--- config.mk ---
export PLATFORM = sky130hd
export DESIGN_NAME = rotate_sequencer
export DESIGN_NICKNAME = d
export VERILOG_FILES = /design/src/rtl/rotate_seq_pkg.sv /design/src/rtl/rotate_right.sv /design/src/rtl/rotate_sequencer.sv
export SDC_FILE = /design/constraint.sdc
export NUM_CORES = 1
export LEC_CHECK = 0
export ABC_AREA = 1
export BUFFER_PORTS_ARGS = -buffer_cell sky130_fd_sc_hd__buf_4
export CORE_MARGIN = 5
export CORE_UTILIZATION = 45
export CTS_CLUSTER_SIZE = 40
export DETAILED_ROUTE_END_ITERATION = 8
export PLACE_DENSITY = 0.74
export SYNTH_ARGS = -nofsm -noshare
export SYNTH_HDL_FRONTEND = slang
export SYNTH_HIERARCHICAL = 1
export SYNTH_SLANG_ARGS = --single-unit
--- constraint.sdc ---
create_clock -name clk -period 1.25 [get_ports clk]
set_input_delay 0.1875 -clock clk [delete_from_list [all_inputs] [get_ports clk]]
set_output_delay 0.1875 -clock clk [all_outputs]
set_load 0.005 [all_outputs]
--- src/rtl/rotate_seq_pkg.sv ---
// Shared definitions for the rotate sequencer: FSM state encoding and default widths.
// Latency: n/a (package only).
// Backpressure: n/a (package only).
//
// Contents:
//    DEF_DATA_W - default operand width
//    DEF_AMT_W  - default rotate-amount width
//    state_t    - sequencer FSM states (IDLE, SHIFT, DONE)
package rotate_seq_pkg;

   localparam int DEF_DATA_W = 8;
   localparam int DEF_AMT_W  = 3;

   typedef enum logic [1:0] {
      IDLE  = 2'd0,
      SHIFT = 2'd1,
      DONE  = 2'd2
   } state_t;

endpackage : rotate_seq_pkg

--- src/rtl/rotate_right.sv ---
// One-bit rotate-right of a W-bit word; bit 0 wraps into the MSB.
// Latency: combinational, zero cycles.
// Backpressure: none; pure function of din.
//
// Ports:
//    din  - word to rotate
//    dout - din rotated right by one position
module rotate_right #(
   parameter int W = 8
) (
   input  logic [W-1:0] din,
   output logic [W-1:0] dout
);

   assign dout = {din[0], din[W-1:1]};

endmodule : rotate_right

--- src/rtl/rotate_sequencer.sv ---
// Multi-cycle rotator: accepts an operand and a step count, rotates one bit per cycle.
// Latency: done pulses amount+1 cycles after the accept cycle (1 cycle for amount 0).
// Backpressure: none; start is only honoured in IDLE, requests while busy are dropped.
//
// Optional feature: define ROTSEQ_LEFT_EN to let dir choose rotate-left (dir=1).
// Without it dir is ignored, every operation rotates right and no left path exists.
//
// Ports:
//    clk      - clock, all state changes on its rising edge
//    rst      - asynchronous active-high reset
//    start    - begin an operation (sampled in IDLE only)
//    data_in  - operand, captured on accept
//    amount   - number of single-bit rotate steps, captured on accept
//    dir      - 0 = right, 1 = left (only with ROTSEQ_LEFT_EN), captured on accept
//    busy     - high in SHIFT and DONE
//    done     - one-cycle completion pulse (DONE state)
//    data_out - working register, holds the result until the next accept
//    zero     - result is all zeros; valid from DONE onwards, held in IDLE
module rotate_sequencer
   import rotate_seq_pkg::*;
#(
   parameter int DATA_W = DEF_DATA_W,
   parameter int AMT_W  = DEF_AMT_W
) (
   input  logic              clk,
   input  logic              rst,
   input  logic              start,
   input  logic [DATA_W-1:0] data_in,
   input  logic [AMT_W-1:0]  amount,
   input  logic              dir,
   output logic              busy,
   output logic              done,
   output logic [DATA_W-1:0] data_out,
   output logic              zero
);

   state_t            state;
   state_t            state_nxt;
   logic [AMT_W-1:0]  count;
   logic [DATA_W-1:0] work;
   logic [DATA_W-1:0] ror_dat;
   logic [DATA_W-1:0] step_dat;
   logic              zero_q;
   logic              accept;

   // ------------------------------------------------------------------
   // FSM state register
   // ------------------------------------------------------------------
   always_ff @(posedge clk or posedge rst) begin
      if (rst) begin
         state <= IDLE;
      end else begin
         state <= state_nxt;
      end
   end

   // ------------------------------------------------------------------
   // FSM next-state and output decode
   // ------------------------------------------------------------------
   always_comb begin
      state_nxt = state;
      accept    = 1'b0;
      busy      = 1'b0;
      done      = 1'b0;
      case (state)
         IDLE: begin
            // busy stays low even in the accept cycle
            if (start) begin
               accept    = 1'b1;
               state_nxt = (amount != '0) ? SHIFT : DONE;
            end
         end
         SHIFT: begin
            busy = 1'b1;
            // count holds the steps still to do including this one
            if (count == AMT_W'(1)) begin
               state_nxt = DONE;
            end
         end
         DONE: begin
            busy      = 1'b1;
            done      = 1'b1;
            state_nxt = IDLE;
         end
         default: begin
            state_nxt = IDLE;
         end
      endcase
   end

   // ------------------------------------------------------------------
   // Single-step rotate datapath
   // ------------------------------------------------------------------
   rotate_right #(
      .W (DATA_W)
   ) u_ror (
      .din  (work),
      .dout (ror_dat)
   );

`ifdef ROTSEQ_LEFT_EN
   logic              dir_q;
   logic [DATA_W-1:0] rol_dat;

   assign rol_dat  = {work[DATA_W-2:0], work[DATA_W-1]};
   assign step_dat = dir_q ? rol_dat : ror_dat;

   always_ff @(posedge clk or posedge rst) begin
      if (rst) begin
         dir_q <= 1'b0;
      end else if (accept) begin
         dir_q <= dir;
      end
   end
`else
   // Right-only build: dir is kept on the port for pin compatibility.
   logic unused_dir;

   assign unused_dir = dir;
   assign step_dat   = ror_dat;
`endif

   // ------------------------------------------------------------------
   // Working register, step counter and zero flag
   // ------------------------------------------------------------------
   always_ff @(posedge clk or posedge rst) begin
      if (rst) begin
         work  <= '0;
         count <= '0;
      end else if (accept) begin
         work  <= data_in;
         count <= amount;
      end else if (state == SHIFT) begin
         work  <= step_dat;
         count <= count - AMT_W'(1);
      end
   end

   // The flag is captured while leaving DONE so that it survives into IDLE;
   // during DONE itself the live comparison is presented instead.
   always_ff @(posedge clk or posedge rst) begin
      if (rst) begin
         zero_q <= 1'b0;
      end else if (state == DONE) begin
         zero_q <= (work == '0);
      end
   end

   assign data_out = work;
   assign zero     = (state == DONE) ? (work == '0) : zero_q;

endmodule : rotate_sequencer

==> run metrics, run 1 <==
routability congestion estimate a little under 0.8; PnR worst setup slack -318 ps; minimum clock period after layout around 1600 ps; class of the worst hold path in2reg; overall routed net length between 2 and 2.5 mm; Max Clk Rate roughly 640 MHz; RSZ-0062 raised after global routing yes; max-cap violations 0; first-pass GRT wire length 3.38 mm; internal reg-to-reg setup slack -270 ps; vias in the first global route 777; initial drt markers 26; Hold Fails Final Rpt 0; P_sw roughly 1.3 mW; synth top area cells dfrtp_1 40%, nand2_1 20%, ha_1 7.2%, buf_4 6.9%, nand3_1 6.4%; crit path capture type primary output; Combinational Power Share 0.618; r2r startpoint state[1]$_DFFE_PP0P_; VDD IR max around 1200 µV; GRT Total Usage 0.165; initial antenna violation count 0; drt wl/cell approximately 13 µm; failing checks setup timing; worst-path cell chain inv_2 > ha_4 > inv_2 > nor3_2 > nand3_1 > nand2_1 > buf_4; Die Span Y between 50 and 60 µm; Synth Register Bits 14; status finished, violations left; Pins Over Slew Limit 0; clk buf depth 2; WP depth 7; num rows 15; r2r endpoint zero_q$_DFF_PP0_; max layer used met4; Seq/Total Area, Yosys 0.405; WP buf/inv 3; pin count of the biggest net entering global routing 15; Synth Warn # 6; Most common cell on crit path inv_2; Worst Path Max Fanout 2; fin crit share 1.25; # clock sinks 14; Cells on Worst Hold Path 3; Area growth syn-to-layout 50.4%; WP data arrival ~1400 ps; drt first pass iters 4; layout cell share with drive strength beyond 1 0.421; Crit path max-delay family flip-flops; Worst-path clk slew ~90 ps; Power Dens Cells 2420 mW/mm²; Vias about 860; WL met2 about 1.2 mm; syn_area_per_cell between 7 and 8 µm²; Worst Setup SP state[0]$_DFFE_PP0P_; Synth cell types 15; Post-Layout Inst Area between 0.001 and 0.0015 mm²; clock power share 0.108; Die X roughly 54 µm; initial core utilization 0.486; core area around 0.0018 mm²; I/O pin count 26; CTS root buffer clkbuf_4; Inserted Diodes 0; Synth Cell Area a little under 900 µm²; placed inst area roughly 0.0011 mm²; sequential power share 0.273; grt ovf 0; CTS tree done; Final Net Count 173; post-synthesis instance total ~110; crit path to zero; Req. time, crit path ~1100 ps; post-synth top area share 0.405; crit-path max cell delay approximately 400 ps; die area between 0.002 and 0.003 mm²; Num CTS Buffers 3; relative slew slack 0.626; DRC 0; Syn Nets ~130; final setup vio count 16; Leak Pwr between 0.7 and 0.8 nW; Routed Antenna Nets 0; Port Buffers 24; number of fill cells in the layout roughly 140; Setup Skew ~3.9 ps; Reg2Reg Depth 10; routed wl met3 138 µm; WL met1 a little over 900 µm; switching share of power 0.410; post-synth top area cell dfrtp_1; worst skew pair latency 290 ps; H-tree levels 1; Via density between 4 and 5; kind of critical path reg2out; internal cell power between 1.5 and 2 mW; slowest CP cell dfrtp_1; post-DP HPWL between 1 and 1.5 mm; Pwr Total between 3 and 4 mW; critical path launch point type flop; Worst-Margin Slew 560 ps
[layer usage]
layer / vias up / GRT usage
li1: 423 / -
met1: 400 / 0.213
met2: 27 / 0.258
met3: 6 / 0.0360
met4: 0 / 0.0809
met5: - / 0
[power groups by stage]
stage / Combinational [mW] / Sequential [mW] / Clock [mW]
after floorplan: 0.942 / 0.830 / 0
after global placement: 1.30 / 0.850 / 0
after detailed placement: 1.33 / 0.856 / 0
after CTS: 1.77 / 0.851 / 0.338
after global routing: 2.14 / 0.889 / 0.371
final: 1.95 / 0.859 / 0.341
[registers in the layout, summed over array words and instances (netlist names)]
register / cells
data_out: 8
zero_q: 1
state: 2
count: 3
[repair_timing]
| action | 4_1_cts | 5_1_grt |
|---|---|---|
| endpoints found under the setup margin | 15 | 16 |
| endpoints found under the hold margin | 14 | 0 |
| hold buffers | 1 | 0 |
| cloned | 2 | 0 |
| setup buffers | 9 | 2 |
| gates resized for setup | 22 | 8 |
| pin swaps | 5 | 6 |
[metrics by stage]
step / hold slack [ps] / std cells / setup slack [ps] / TNS, ps / utilization
3_3_place_gp: 261 / 159 / -31.3 / -307 / 0.589
6_report: 116 / 177 / -318 / -2580 / 0.731
2_1_floorplan: 76.7 / 113 / 55.5 / 0 / -
3_5_place_dp: 279 / 159 / -57.7 / -308 / 0.589
4_1_cts: 115 / 175 / -281 / -1240 / 0.709
5_1_grt: 114 / 177 / -392 / -3720 / 0.731
[layout by cell type, fill, tap and decap left out]
| master | instances |
|---|---|
| nand2_1 | 44 |
| buf_4 | 33 |
| dfrtp_1 | 14 |
| nand3_1 | 11 |
| inv_1 | 8 |
| buf_6 | 8 |
| nor2_1 | 5 |
| nor2_4 | 3 |
| nand3_2 | 3 |
| ha_4 | 3 |
| clkbuf_4 | 3 |
| a21oi_1 | 2 |
| inv_2 | 2 |
| ha_1 | 2 |
| inv_4 | 1 |
| nand2_4 | 1 |
| inv_8 | 1 |
| nor2_8 | 1 |
| nand2_2 | 1 |
| inv_6 | 1 |
| and2_1 | 1 |
| nor3_2 | 1 |
| nor2_2 | 1 |
| clkbuf_8 | 1 |
| dlygate4sd3_1 | 1 |
[layout make-up]
class                           count  area, µm²  area share
Multi-Input combinational cell     79        473       0.363
Clock buffer                        4       36.3      0.0279
Timing Repair Buffer               42        348       0.267
Sequential cell                    14        350       0.269
Inverter                           13       63.8      0.0490
Tap cell                           25       31.3      0.0240
[synthesized netlist by cell type (all sizes together)]
| library cell | count |
|---|---|
| nand3 | 14 |
| inv | 13 |
| nor3 | 1 |
| ha | 5 |
| buf | 9 |
| nand2 | 46 |
| a21oi | 2 |
| nor2 | 8 |
| dfrtp | 14 |
| and2 | 1 |
[how the worst min path moves through the flow]
stage	from	to	slack, ps
CTS	data_in[0]	data_out[0]$_DFFE_PP0P_	110
finish	data_in[5]	data_out[5]$_DFFE_PP0P_	120
detailed placement	rst	count[0]$_DFFE_PP0P_	280
global route	data_in[4]	data_out[4]$_DFFE_PP0P_	110
floorplan	rst	count[0]$_DFFE_PP0P_	80
global placement	rst	count[0]$_DFFE_PP0P_	260
[worst reg2reg max path: cells and delay by family (launching register included)]
kind	cells	cell delay [ps]
adder cells (fa/ha/maj)	1	180
buffers and inverters	6	610
flip-flops	1	420
AND/OR/NAND/NOR	3	220
[cell families (layout without fill, tap and decap cells)]
group                    Yosys count  count (layout)  synth area share
buffers and inverters             22              59             0.139
AND/OR/NAND/NOR                   70              72             0.373
AO/OA/AOI/OAI                      2               2            0.0116
adder cells (fa/ha/maj)            5               5            0.0723
flip-flops                        14              14             0.405
Note: power is estimated with default switching activity, not from simulation.
==> run 2, diff against run 1 <==
- CORE_UTILIZATION: 45 -> 43
- PLACE_DENSITY: 0.74 -> 0.72
- SYNTH_HIERARCHICAL: 1 -> default
==> run 2 against run 1 <==
Net effect: the run still ends with setup timing left; core utilization decreased by 0.66 points; final cell count decreased by 2.8%; clock power decreased by 4%; largest cell class unchanged; non-clock buffer count decreased by 3; critical path type unchanged; sequential cell count unchanged; total power decreased by 7.2%; combinational power decreased by 12%; setup slack improved by 35 ps; sequential power increased by 2%; first-iteration DRC count decreased by 54%.
==> run metrics, run 2 <==
status finished, violations left; failing checks setup timing; Req. time, crit path about 1100 ps; Post-synth EDFFs 0; slowest CP cell dfrtp_1; Port Buffers 24; Crit path max-delay family flip-flops; Finished Layout Cells approximately 170; post-synth top area share 0.448; Reg2Reg Depth 10; class of the worst hold path in2reg; final setup vio count 17; most frequent cell after synthesis nand2_1; Hold Fails Final Rpt 0; # clock sinks 14; num rows 15; max-cap violations 0; grt ovf 0; Via density between 4 and 5; Max Clk Rate ~650 MHz; max layer used met4; Worst-path clk slew roughly 90 ps; Worst Path Max Fanout 2; WP depth 7; PnR worst setup slack -283 ps; asr flop ratio synth 1.00; synth top area cells dfrtp_1 45%, nand2_1 20%, nand3_1 8.3%, ha_1 8.0%, inv_1 5.3%; Synth Cell Area 782 µm²; crit path capture type primary output; die area between 0.002 and 0.003 mm²; minimum clock period after layout around 1500 ps; Reg area 350 µm²; Vias between 800 and 900; VDD IR max ~1300 µV; Placed Instances about 160; Seq/Total Area, Yosys 0.448; worst skew pair latency around 270 ps; Routed Antenna Nets 0; ys flop type dfrtp_1; WL met1 944 µm; initial drt markers 12; Pins Over Slew Limit 0; Power Dens Cells around 2300 mW/mm²; relative slew slack 0.627; crit-path max cell delay roughly 400 ps; Inserted Diodes 0; Leak Pwr roughly 0.66 nW; Setup Skew between 2 and 2.5 ps; worst slack, placed -62.9 ps; Pwr Total 2.92 mW; pin count of the biggest net entering global routing 15; WP data arrival 1350 ps; syn_area_per_cell roughly 7.5 µm²; post-DP HPWL about 1.5 mm; Cells on Worst Hold Path 3; RSZ-0062 raised after global routing yes; fin crit share 1.23; worst-path cell chain inv_2 > ha_4 > inv_4 > nor3_2 > nand3_1 > nand2_2 > buf_4; vias in the first global route ~840; aggregate negative setup slack -1480 ps; drt first pass iters 4; first-pass GRT wire length ~3.7 mm; routability congestion estimate just under 0.8; GRT Total Usage 0.182; WL met2 around 1.2 mm; most frequent cells in the layout 38 x nand2_1, 32 x buf_4, 14 x dfrtp_1, 13 x nand3_1, 8 x inv_1; Final Net Count roughly 170; routed wl met3 around 120 µm; Die X around 53 µm; core area approximately 0.0017 mm²; Synth Warn # 0; initial antenna violation count 0; number of flip-flops in the largest register 8; kind of critical path reg2out; critical path launch point type flop; layout cell share with drive strength beyond 1 0.415; initial core utilization 0.453; Layout Utilization 0.724; clk buf depth 2; Area growth syn-to-layout 59.8%; CTS root buffer clkbuf_4; Synth Register Bits 14; WP buf/inv 3; Die Span Y ~53 µm; most common cell after layout, fill and taps aside nand2_1; overall routed net length ~2.3 mm; area of the multi-input gates roughly 450 µm²; most frequent cells after synthesis 41 x nand2_1, 14 x dfrtp_1, 13 x nand3_1; Syn Nets roughly 120; post-synthesis instance total roughly 100; Worst-Margin Slew roughly 560 ps; Synth cell types 17; Num CTS Buffers 3; CTS tree done; number of fill cells in the layout 133; H-tree levels 1; DRC 0; drt wl/cell between 10 and 15 µm; post-synth top area cell dfrtp_1; I/O pin count 26
run 2: cell types whose count changed in the layout (fill, tap and decap cells not counted), moves of 2 or more:
cell and change:
nand2_1 -6, nand3_2 -3, buf_6 -2, inv_4 +2, nand2_2 +2, nand3_1 +2
run 2: layout make-up:
class / count / share of cell area
clock buffers: 4 / 0.0290
inverters: 13 / 0.0490
multi-input cells: 77 / 0.362
flip-flops and latches: 14 / 0.280
well taps: 25 / 0.0250
repair buffers: 39 / 0.254
run 2: worst paths after layout:
path	to	slack (ps)	from
max reg2reg	zero_q$_DFF_PP0_	-180	state[0]$_DFFE_PP0P_
min reg2reg	count[1]$_DFFE_PP0P_	510	count[1]$_DFFE_PP0P_
max	zero	-280	state[0]$_DFFE_PP0P_
max in group asynchronous	count[1]$_DFFE_PP0P_	370	rst
min in group asynchronous	data_out[7]$_DFFE_PP0P_	510	rst
min	data_out[0]$_DFFE_PP0P_	130	data_in[0]
run 2: tightest hold or removal path, stage by stage:
cell     delay, ps
buf_4           80
nand2_1         40
nand3_1         70
run 2: kinds of logic after synthesis:
group,Yosys count,synth area share
simple gates,68,0.376
buf+inv,14,0.0720
flops,14,0.448
fa+ha+maj,5,0.0800
compound gates,2,0.0128
xor+xnor,1,0.0112
run 2: stage by stage:
step                      instance area, µm²  hold WS (ps)
after floorplan                          782          76.7
after global placement                  1030           268
after detailed placement                1030           284
after CTS                               1210           115
after global routing                    1250           115
final                                   1250           125
run 2: timing repair:
item,in CTS,in global routing
gates resized for setup,17,12
pin swaps,3,2
buffers inserted,6,3
gates cloned,1,0
hold endpoints to repair,14,0
setup endpoints to repair,14,17
hold buffers,1,0
run 2: layer usage:
layer | vias to the layer above | global-route usage
li1 | 407 | -
met1 | 374 | 0.214
met2 | 25 | 0.320
met3 | 6 | 0.0399
met4 | 0 | 0.0681
met5 | - | 0
run 2: power breakdown:
| part | switching [mW] | leakage, nW | internal (mW) | total [mW] |
|---|---|---|---|---|
| clock | 0.152 | 0.0210 | 0.177 | 0.328 |
| sequential | 0.211 | 0.175 | 0.663 | 0.874 |
| combinational | 0.835 | 0.465 | 0.882 | 1.72 |
==> run 3, diff against run 2 <==
- ABC_AREA: 1 -> default
- MAX_ROUTING_LAYER: default -> met4
- PLACE_DENSITY: 0.72 -> 0.73
- RECOVER_POWER: default -> 25
==> run 3 against run 2 <==
Net effect: the flow still finishes with violations (setup timing); setup slack better by 32 ps; critical endpoint unchanged; total power is 3.8% lower; count of clock-buffer cells in the layout is 1 lower; largest power group unchanged; routed wire length is 23% lower; clock power is 29% lower; clock skew is 0.77 ps lower; via count is 16% lower; register-to-register slack better by 190 ps; synthesized cell count is 26% lower.
==> run metrics, run 3 <==
critical path launch point type flop; P_sw about 1 mW; switching share of power 0.362; CTS root buffer clkbuf_4; DRC 0; Vias just under 700; Final Net Count around 140; Leak Pwr between 0.5 and 0.6 nW; most frequent cells after synthesis 14 x dfrtp_1, 12 x nand2_1, 10 x o21ai_1; worst-path cell chain inv_2 > ha_2 > nand4b_1 > o21ai_2 > buf_4; status finished, violations left; Worst-path clk slew approximately 70 ps; Post-Layout Inst Area roughly 0.0012 mm²; Num CTS Buffers 3; Placed Instances between 100 and 150; kind of critical path reg2out; vias in the first global route around 650; Inserted Diodes 0; first-pass GRT wire length 2.75 mm; relative slew slack 0.663; num rows 15; failing checks setup timing; Hold Crit Start data_in[6]; GRT Total Usage 0.144; Routed Antenna Nets 0; sequential power share 0.297; synth top area cells dfrtp_1 46%, mux2i_1 12%, ha_1 8.2%, o21ai_1 6.5%, nand2_1 5.9%; worst slack, placed -21.1 ps; Die X ~52 µm; final setup vio count 3; Max Clk Rate 666 MHz; H-tree levels 1; Post-synth EDFFs 0; max-cap violations 0; Worst Path Max Fanout 4; Synth Register Bits 14; Pins Over Slew Limit 0; placed inst area between 0.001 and 0.0015 mm²; initial drt markers 4; post-DP HPWL 1.28 mm; clk buf depth 2; most common cell after layout, fill and taps aside buf_4; drt first pass iters 3; routability congestion estimate about 0.77; Worst-Margin Slew around 500 ps; Synth Warn # 0; slowest CP cell dfrtp_1; post-synth top area cell dfrtp_1; I/O pin count 26; drt wl/cell ~13 µm; crit path capture type primary output; Finished Layout Cells ~140; core area 0.00171 mm²; Syn Nets between 90 and 100; Fin Hold WS 122 ps; Hold Fails Final Rpt 0; most frequent cells in the layout 30 x buf_4, 14 x dfrtp_1, 11 x nand2_1, 10 x o21ai_1, 9 x mux2i_1; Via density just under 5; Worst Setup SP state[0]$_DFFE_PP0P_; post-synthesis instance total 77; VDD IR max 1250 µV; ys flop type dfrtp_1; asr flop ratio synth 1.00; Req. time, crit path around 1100 ps; post-synth top area share 0.458; clock power share 0.082; internal cell power around 1.8 mW; minimum clock period after layout roughly 1500 ps; Power Dens Cells approximately 2400 mW/mm²; Setup Skew 1.65 ps; PnR worst setup slack -251 ps; crit-path max cell delay approximately 400 ps; worst skew pair latency 270 ps; Seq/Total Area, Yosys 0.458; die area 0.00272 mm²; Area growth syn-to-layout 55.8%; Synth Cell Area roughly 760 µm²; Port Buffers 24; Synth cell types 24; fin crit share 1.20; class of the worst hold path in2reg; number of flip-flops in the largest register 8; Combinational Power Share 0.620; syn_area_per_cell 9.93 µm²; grt ovf 0; WP buf/inv 2; CTS tree done; r2r startpoint state[1]$_DFFE_PP0P_; initial core utilization 0.448; initial antenna violation count 0; most frequent cell after synthesis dfrtp_1; overall routed net length between 1.5 and 2 mm; Crit path max-delay family flip-flops; # clock sinks 14; RSZ-0062 raised after global routing yes; layout cell share with drive strength beyond 1 0.448; Die Span Y 52.2 µm; number of fill cells in the layout 131; pin count of the biggest net entering global routing 21; WP data arrival ~1300 ps
-- run 3: worst reg2reg max path: cells and delay by family (launching register included) --
family | cells | cell delay (ps)
simple gates | 1 | 330
flops | 1 | 390
fa+ha+maj | 1 | 200
buf+inv | 2 | 170
compound gates | 1 | 70
-- run 3: kinds of logic after synthesis --
logic type | synth area share
xor+xnor | 0.0229
simple gates | 0.118
compound gates | 0.124
mux | 0.133
flops | 0.458
buf+inv | 0.0622
fa+ha+maj | 0.0818
-- run 3: cell type report --
class / count / area (µm²) / share of cell area
Sequential cell: 14 / 350 / 0.294
Tap cell: 25 / 31.3 / 0.0263
Multi-Input combinational cell: 53 / 414 / 0.348
Clock buffer: 3 / 22.5 / 0.0189
Timing Repair Buffer: 39 / 344 / 0.289
Inverter: 7 / 28.8 / 0.0242
-- run 3: power by group through the flow --
| stage | clock (mW) | sequential, mW | combinational [mW] |
|---|---|---|---|
| floorplan | 0 | 0.834 | 0.741 |
| global placement | 0 | 0.817 | 1.39 |
| detailed placement | 0 | 0.823 | 1.42 |
| CTS | 0.251 | 0.827 | 1.50 |
| global route | 0.271 | 0.865 | 1.91 |
| finish | 0.232 | 0.835 | 1.74 |
-- run 3: timing repair --
item	4_1_cts	5_1_grt
gates cloned	0	1
buffers inserted	2	1
setup endpoints to repair	15	15
gates resized for setup	7	12
pin swaps	0	4
hold buffers	1	0
hold endpoints to repair	14	0
-- run 3: per-stage QoR --
step	TNS (ps)	utilization	total power [mW]
floorplan	0	-	1.58
global placement	-51.7	0.610	2.21
detailed placement	-70.8	0.610	2.25
CTS	-349	0.651	2.58
global route	-1020	0.697	3.05
finish	-325	0.697	2.81
-- run 3: path summary, 6_finish.rpt --
check	to	slack, ps	cells after the start
max	zero	-250	5
max reg2reg	state[0]$_DFFE_PP0P_	10	5
min reg2reg	count[2]$_DFFE_PP0P_	600	2
max in group asynchronous	data_out[1]$_DFFE_PP0P_	410	3
min	data_out[6]$_DFFE_PP0P_	120	3
min in group asynchronous	zero_q$_DFF_PP0_	500	3
-- run 3: per-layer routing --
| metal | share of wire | track usage | up-vias |
|---|---|---|---|
| li1 | - | - | 344 |
| met1 | 0.42 | 0.175 | 324 |
| met2 | 0.53 | 0.220 | 9 |
| met3 | 0.036 | 0.0602 | 2 |
| met4 | 0.0079 | 0.0383 | 0 |
| met5 | 0 | - | - |
